<file path="config.mk">
export PLATFORM = sky130hd
export DESIGN_NAME = wb_master_seq
export DESIGN_NICKNAME = d
export VERILOG_FILES = /design/src/rtl/wb_master_seq.sv
export SDC_FILE = /design/constraint.sdc
export NUM_CORES = 1
export LEC_CHECK = 0
export CAP_MARGIN = 20
export CORE_MARGIN = 4
export CORE_UTILIZATION = 37
export CTS_CLUSTER_DIAMETER = 80
export DETAILED_ROUTE_END_ITERATION = 10
export HOLD_SLACK_MARGIN = 0.06
export PLACE_DENSITY = 0.76
export SYNTH_ARGS = -nofsm -noshare
export SYNTH_HDL_FRONTEND = slang
export SYNTH_SLANG_ARGS = --single-unit
</file>
<file path="constraint.sdc">
create_clock -name clk -period 1.76 [get_ports clk]
set_input_delay 0.352 -clock clk [delete_from_list [all_inputs] [get_ports clk]]
set_output_delay 0.352 -clock clk [all_outputs]
set_load 0.02 [all_outputs]
</file>
<file path="src/rtl/wb_master_seq.sv">
// wb_master_seq -- Wishbone classic single-transfer initiator.
//
// Takes one command at a time on a valid/ready interface, runs exactly one
// Wishbone classic cycle for it and returns the read data (or a timeout
// error) on a valid/ready response interface. Meant for on-chip sequencers
// and bring-up logic that poke harness registers without the management core.
//
// Ports:
//   clk, reset_n            clock, synchronous active-low reset
//   cmd_valid/cmd_ready     command handshake
//   cmd_we/adr/dat/sel      command fields (write flag, byte address, data, byte select)
//   rsp_valid/rsp_ready     response handshake
//   rsp_dat, rsp_err        read data (0 for writes/errors), timeout flag
//   wbm_*                   Wishbone master port
//   txn_count               acked transactions, wraps
//   timeout_count           timed-out transactions, saturates at 255
module wb_master_seq #(
  parameter int TIMEOUT_CYCLES = 255,
  parameter int CNT_WIDTH      = 16
) (
  input  logic                 clk,
  input  logic                 reset_n,
  input  logic                 cmd_valid,
  output logic                 cmd_ready,
  input  logic                 cmd_we,
  input  logic [31:0]          cmd_adr,
  input  logic [31:0]          cmd_dat,
  input  logic [3:0]           cmd_sel,
  output logic                 rsp_valid,
  input  logic                 rsp_ready,
  output logic [31:0]          rsp_dat,
  output logic                 rsp_err,
  output logic                 wbm_cyc_o,
  output logic                 wbm_stb_o,
  output logic                 wbm_we_o,
  output logic [3:0]           wbm_sel_o,
  output logic [31:0]          wbm_adr_o,
  output logic [31:0]          wbm_dat_o,
  input  logic                 wbm_ack_i,
  input  logic [31:0]          wbm_dat_i,
  output logic [CNT_WIDTH-1:0] txn_count,
  output logic [7:0]           timeout_count
);

  // Timer counts 0 .. TIMEOUT_CYCLES-1, one step per strobe cycle without ack.
  localparam int TW = (TIMEOUT_CYCLES > 1) ? $clog2(TIMEOUT_CYCLES) : 1;
  localparam logic [TW-1:0] TIMER_LAST = TW'(TIMEOUT_CYCLES - 1);

  typedef enum logic [1:0] {
    IDLE = 2'd0,
    BUS  = 2'd1,
    RESP = 2'd2
  } state_t;

  state_t        state;
  logic [TW-1:0] timer;

  // NOTE: all state and outputs are registered here with non-blocking
  // assignments so every reader sees the pre-edge value; the reset branch
  // is sampled on the clock edge, which makes it synchronous.
  always_ff @(posedge clk) begin
    if (!reset_n) begin
      state         <= IDLE;
      timer         <= '0;
      cmd_ready     <= 1'b1;
      rsp_valid     <= 1'b0;
      rsp_dat       <= '0;
      rsp_err       <= 1'b0;
      wbm_cyc_o     <= 1'b0;
      wbm_stb_o     <= 1'b0;
      wbm_we_o      <= 1'b0;
      wbm_sel_o     <= '0;
      wbm_adr_o     <= '0;
      wbm_dat_o     <= '0;
      txn_count     <= '0;
      timeout_count <= '0;
    end else begin
      case (state)
        IDLE: begin
          // Acks arriving here are stale and deliberately ignored.
          if (cmd_valid && cmd_ready) begin
            wbm_we_o  <= cmd_we;
            wbm_adr_o <= cmd_adr;
            wbm_dat_o <= cmd_dat;
            wbm_sel_o <= cmd_sel;
            wbm_cyc_o <= 1'b1;
            wbm_stb_o <= 1'b1;
            cmd_ready <= 1'b0;
            timer     <= '0;
            state     <= BUS;
          end
        end

        BUS: begin
          if (wbm_ack_i) begin
            wbm_cyc_o <= 1'b0;
            wbm_stb_o <= 1'b0;
            rsp_dat   <= wbm_we_o ? 32'h0 : wbm_dat_i;
            rsp_err   <= 1'b0;
            rsp_valid <= 1'b1;
            txn_count <= txn_count + 1'b1;
            state     <= RESP;
          end else if (timer == TIMER_LAST) begin
            // This edge ends the TIMEOUT_CYCLES-th strobe cycle.
            wbm_cyc_o <= 1'b0;
            wbm_stb_o <= 1'b0;
            rsp_dat   <= 32'h0;
            rsp_err   <= 1'b1;
            rsp_valid <= 1'b1;
            if (timeout_count != 8'hFF) begin
              timeout_count <= timeout_count + 1'b1;
            end
            state     <= RESP;
          end else begin
            timer <= timer + 1'b1;
          end
        end

        RESP: begin
          if (rsp_ready) begin
            rsp_valid <= 1'b0;
            cmd_ready <= 1'b1;
            state     <= IDLE;
          end
        end

        default: begin
          state     <= IDLE;
          cmd_ready <= 1'b1;
          rsp_valid <= 1'b0;
          wbm_cyc_o <= 1'b0;
          wbm_stb_o <= 1'b0;
        end
      endcase
    end
  end

endmodule

</file>
Word level (Yosys, flattened, before mapping)
Index checks and enable logic that the tools add are counted.
{"block": "classes", "addsub": 3, "eq_ne": 9, "muxes": 24, "n_bitwise": 4, "reduce_logical": 13}
{"operator": "2-to-1 mux 32 bit", "count": 3}
{"operator": "2-to-1 mux 8 bit", "count": 3}
{"operator": "adder 16 x 1 -> 16 bit (second input constant)", "count": 1}
{"operator": "adder 8 x 1 -> 8 bit (second input constant)", "count": 2}
{"operator": "one-hot mux 8 bit (2 select lines)", "count": 1}
{"operator": "AND reduction 3 bit", "count": 4}
{"operator": "2-to-1 mux 1 bit", "count": 9}
{"operator": "one-hot mux 1 bit (3 select lines)", "count": 3}
{"operator": "== test 8 bit (second input constant)", "count": 1}
{"operator": "2-to-1 mux 2 bit", "count": 4}
{"operator": "inequality test 2 bit (second input constant)", "count": 4}
{"operator": "inequality test 8 bit (second input constant)", "count": 1}
{"operator": "AND reduction 4 bit", "count": 2}
{"operator": "one-hot mux 2 bit (3 select lines)", "count": 1}
{"operator": "AND reduction 2 bit", "count": 3}
{"operator": "inverter 1 bit", "count": 4}
{"operator": "nonzero test 2 bit", "count": 2}
{"operator": "inequality test 3 bit (second input constant)", "count": 1}
{"operator": "== test 2 x 1 -> 1 bit (second input constant)", "count": 1}
{"operator": "== test 2 bit (second input constant)", "count": 1}
{"operator": "logical NOT 2 bit", "count": 1}
{"operator": "logical AND 1 bit", "count": 1}
{"block": "totals", "register_bits": 139, "in_bits": 106, "out_inout_bits": 130}

Depth between registers and ports, before layout
{"block": "logic_depth", "word_depth": 4, "ltp_mapped": 7, "depth_no_buf": 6}

Least setup slack after synthesis
OpenSTA, ideal clock, no wires.
{"block": "synth_timing", "path_type": "register to register", "from": "reg timer[0]", "to": "reg rsp_dat[10]", "t_arrival_ps": 1684, "path_slack_ps": 17, "path_stages_with_launch": 8, "path_cell_list": "dfxtp_1 -> inv_1 -> ha_1 -> and4_1 -> a21o_1 -> a21oi_1 -> buf_2 -> a22o_1"}
{"block": "synth_between", "elab_chain_len": 3}
{"item": "start, declared", "line": "56", "rtl": "logic [TW-1:0] timer;"}
{"item": "start signal, assigned", "line": "115", "rtl": "timer <= timer + 1'b1;"}
{"item": "== test 8 bit", "line": "103", "rtl": "end else if (timer == TIMER_LAST) begin"}
{"item": "nonzero test 2 bit (no source line)"}
{"item": "AND reduction 2 bit (no source line)"}
{"item": "end signal, assigned", "line": "98", "rtl": "rsp_dat <= wbm_we_o ? 32'h0 : wbm_dat_i;"}
{"item": "end, declared", "line": "31", "rtl": "output logic [31:0] rsp_dat,"}
Every way passes these cells.
A chain may end at the register's enable or synchronous reset.

Final worst setup path
{"block": "layout_timing", "from": "reg rsp_dat[16]", "to": "out rsp_dat[16]"}
No word-level cell between the ends.

==> metrics list <==
- Result of the run: completed
- Mapped Avg Cell Area: 8.712 um^2
- DRC violation count after routing: 0
* Maximum fanout along the worst path: 2
- Root buffer cell: sky130_fd_sc_hd__clkbuf_16
* Endpoint required time on the critical path: 1.41 ns
* Initial core utilization: 38.27%
- Via density: 5.104
- Fraction of registers with async set or reset after synthesis: 0%
- Maximum ir drop on the vdd rail: 0.5659 mV
- Synthesis inferred 139 register bits.
* Final setup violation count: 0
- Post-Syn Nets: 701
- Top cell types by occurrence after synthesis: sky130_fd_sc_hd__nand2_1, sky130_fd_sc_hd__dfxtp_1, sky130_fd_sc_hd__a21oi_1
- Crit path cell chain: clkdlybuf4s50_1
- Via count of the first global-routing pass: 5,247
* Buffers added on ports: 235
- For the worst setup path, the data arrival time is 1.39 ns.
- Fill cells in the final layout number 1,091.
- The clock passes through at most 2 buffers.
- Setup slack closes at 0.01708 ns.
- In this run the horizontal extent of the chip is 126.0 um.
- For the worst-skew pair, the clock arrives at the later sink with an insertion delay of 0.42 ns.
- Largest incremental delay on the critical path: 0.63 ns
- The cell count after synthesis came out at 591.
* Pre-Repair DR Iteration Count: 4
- The cell area that synthesis handed to floorplanning was 0.005149 mm^2.
* Detail-routed net length per standard cell: 16.32 um
- Fin util: 65.06%
- During synthesis, Yosys emitted a total of 0 warnings.
- The count of nets left with antenna violations once routing finished came out at 0.
- Final hold analysis gives a worst-case slack of 0.4534 ns.
* GRT Total Usage: 20.27%
- Proportion of layout cells with a drive suffix above 1: 9.423%
- CTS built an H-tree with a depth of 4.
- Setup total negative slack on the finished layout was measured at 0 ns.
* Row cnt: 42
* Total Die Area: 0.01587 mm^2
- Worst-path clk slew: 0.06 ns
- The tool flagged a number of max-cap violations equal to 0.
* Worst-margin pin slew: 0.3959 ns
* Most repeated cell in the gate-level netlist after synthesis: sky130_fd_sc_hd__nand2_1
- Classification of the worst setup path: flop to primary output
- The worst path needs 1.743 ns of the cycle, external delays included.
- Wire segments on met3 add up to 1529 um in the final route.
- Area occupied by registers: 0.002784 mm^2
- The synthesized design contains 0 enable-type register cells.
- Among all flip-flop cells after synthesis, the most frequent one is sky130_fd_sc_hd__dfxtp_1.
- Number of distinct standard cells referenced by the synthesized netlist: 43
- Routed wl met2: 8269 um
- Post-layout net count: 946
- The repair_antennas step left the layout with diodes totalling 0.
- For this design, the CTS-stage hold fixing added 0 buffers.
* Final estimated routing congestion in global placement: 0.8540
- Of the post-synthesis cell area, the dominant cell type holds 54.05%.
* Worst Setup Slack post-DPL: -0.3124 ns
* Pwr/cell area: 974.1 mW/mm^2
* Wire length on met1: 6613 um
- Worst-path cell with the longest stage delay: sky130_fd_sc_hd__clkdlybuf4s50_1
* Number of buffers created by CTS: 17
- Sequential cells were found to cover 54.05% of the synthesized design area.
* Headroom to the max-slew limit: 73.61%
- The min-delay analysis places its worst path in the category flop to flop.
* Core region area: 0.01345 mm^2
* Sink count of the clock tree: 139
* Worst setup SP type: flop
* Total area of multi-input combinational cells: 0.002223 mm^2
- Synthesis-to-layout area growth: 69.99%
- In this run the count of I/O pins placed on the die edge is 236.
- The final number of max-transition violations was 0.
- Uppermost layer routed: met4
* Pleak: 4.327 nW
* Fmax: 0.5737 GHz
- By area the synthesized netlist is led by sky130_fd_sc_hd__dfxtp_1, sky130_fd_sc_hd__nand2_1, sky130_fd_sc_hd__a21oi_1.
- For this block, the via count after detailed routing is 5,232.
* CTS tree: done
* CP delay by family, top: buffers and inverters
- Worst clock skew on the final layout: 0.007658 ns
- The routed design has 16,730 um of wire.
- Entering global routing, the biggest net connects 47 pins.
- The initial antenna violation count was 0.
- In the finished design, the share of the clock period the worst path needs comes to 99.03%.
- Summed over all layers, the global routing overflow is 0.
- Of all cell types, the one taking the most synthesized area is sky130_fd_sc_hd__dfxtp_1.
- The number of buffers and inverters on the critical path is 1.
* 1st-iter DRT viols: 271
- Worst setup EP type: primary output
- Non-filler cells in the finished layout: 1,025
- Total half-perimeter wirelength after legalization and detailed placement: 11,850 um
- Die height: 126.0 um
- The number of placed instances, taps included, is 988.
* Endpoints failing hold: 0
- First-pass GRT wire length: 26,210 um
worst paths after layout:
path	startpoint	endpoint	slack, ns	depth (start not counted)
worst min register to register	wbm_dat_o[27]	wbm_dat_o[27]	0.45	2
worst min-delay path	wbm_dat_o[27]	wbm_dat_o[27]	0.45	2
worst max-delay path	rsp_dat[16]	rsp_dat[16]	0.02	1
worst max register to register	timer[0]	rsp_dat[1]	0.04	8
final cells by class:
cell class	instances	share of cell area, %
well taps	176	2.516
flip-flops and latches	139	31.81
multi-input cells	404	25.40
repair buffers	267	32.52
inverters	7	0.3145
clock inverters	14	2.416
clock buffers	18	5.018
metal layers:
layer / global-route usage, % / vias to the layer above
met5: 0 / -
met4: 7.508 / 0
met3: 8.552 / 25
met2: 33.77 / 205
met1: 23.26 / 2461
li1: - / 2541
where the power goes:
part	internal [mW]	total, mW	switching (mW)
combinational	0.627	1.25	0.622
clock	2.45	3.90	1.45
sequential	3.30	3.38	0.0827
cells by family after synthesis:
family	Yosys count	synth area share, %
AOI/OAI and AO/OA	145	17.55
DFF	139	54.05
xor gates and xnor gates	11	1.871
buffers and inverters	48	3.864
adders and majority gates	4	0.9721
and+or+nand+nor	240	20.92
muxes	4	0.7777
metrics by stage:
step	instance area, um^2	total power [mW]
2_1_floorplan	5149	3.970
3_3_place_gp	7856	4.657
3_5_place_dp	7856	4.688
4_1_cts	8459	8.573
5_1_grt	8752	8.866
6_report	8752	8.525
flip-flops by register name, indices dropped and copies added (netlist names), 2 cells and up:
| register | flops |
|---|---|
| state | 2 |
| timeout_count | 8 |
| wbm_sel_o | 4 |
| wbm_dat_o | 32 |
| rsp_dat | 32 |
| wbm_adr_o | 32 |
| txn_count | 16 |
| timer | 8 |
cell usage in the layout, fill, tap and decap left out, types with 3 or more instances in the layout:
cell type                         synthesis  final
sky130_fd_sc_hd__nand2_1                159    159
sky130_fd_sc_hd__clkdlybuf4s50_1          0    139
sky130_fd_sc_hd__dfxtp_1                139    138
sky130_fd_sc_hd__a21oi_1                 84     82
sky130_fd_sc_hd__dlymetal6s2s_1           0     58
sky130_fd_sc_hd__dlygate4sd2_1            0     38
sky130_fd_sc_hd__a22o_1                  33     33
sky130_fd_sc_hd__clkbuf_16                0     20
sky130_fd_sc_hd__buf_4                    1     20
sky130_fd_sc_hd__nand3_1                 17     16
sky130_fd_sc_hd__nor2_1                  15     15
sky130_fd_sc_hd__xnor2_1                  8      8
sky130_fd_sc_hd__o21ai_0                  8      8
sky130_fd_sc_hd__buf_12                   0      8
sky130_fd_sc_hd__nand2b_1                 7      7
sky130_fd_sc_hd__nand4_1                  7      7
sky130_fd_sc_hd__nor4_1                   6      6
sky130_fd_sc_hd__inv_1                    6      5
sky130_fd_sc_hd__nor3_1                   5      5
sky130_fd_sc_hd__or4_1                    6      5
sky130_fd_sc_hd__clkinv_4                 0      5
sky130_fd_sc_hd__mux2i_1                  4      4
sky130_fd_sc_hd__or3_1                    4      4
sky130_fd_sc_hd__o211ai_1                 4      4
sky130_fd_sc_hd__a31oi_1                  4      4
sky130_fd_sc_hd__bufinv_16                0      4
sky130_fd_sc_hd__xor2_1                   3      3
sky130_fd_sc_hd__o31ai_1                  3      3
sky130_fd_sc_hd__ha_1                     4      3
what timing repair did:
| item | in CTS | in global routing |
|---|---|---|
| resized for setup | 38 | 70 |
| pin swaps | 0 | 1 |
| gates cloned | 0 | 3 |
| endpoints found under the setup margin | 39 | 96 |
| endpoints found under the hold margin | 0 | 0 |
| setup buffers | 0 | 2 |
Note: power is estimated with default switching activity, not from simulation.
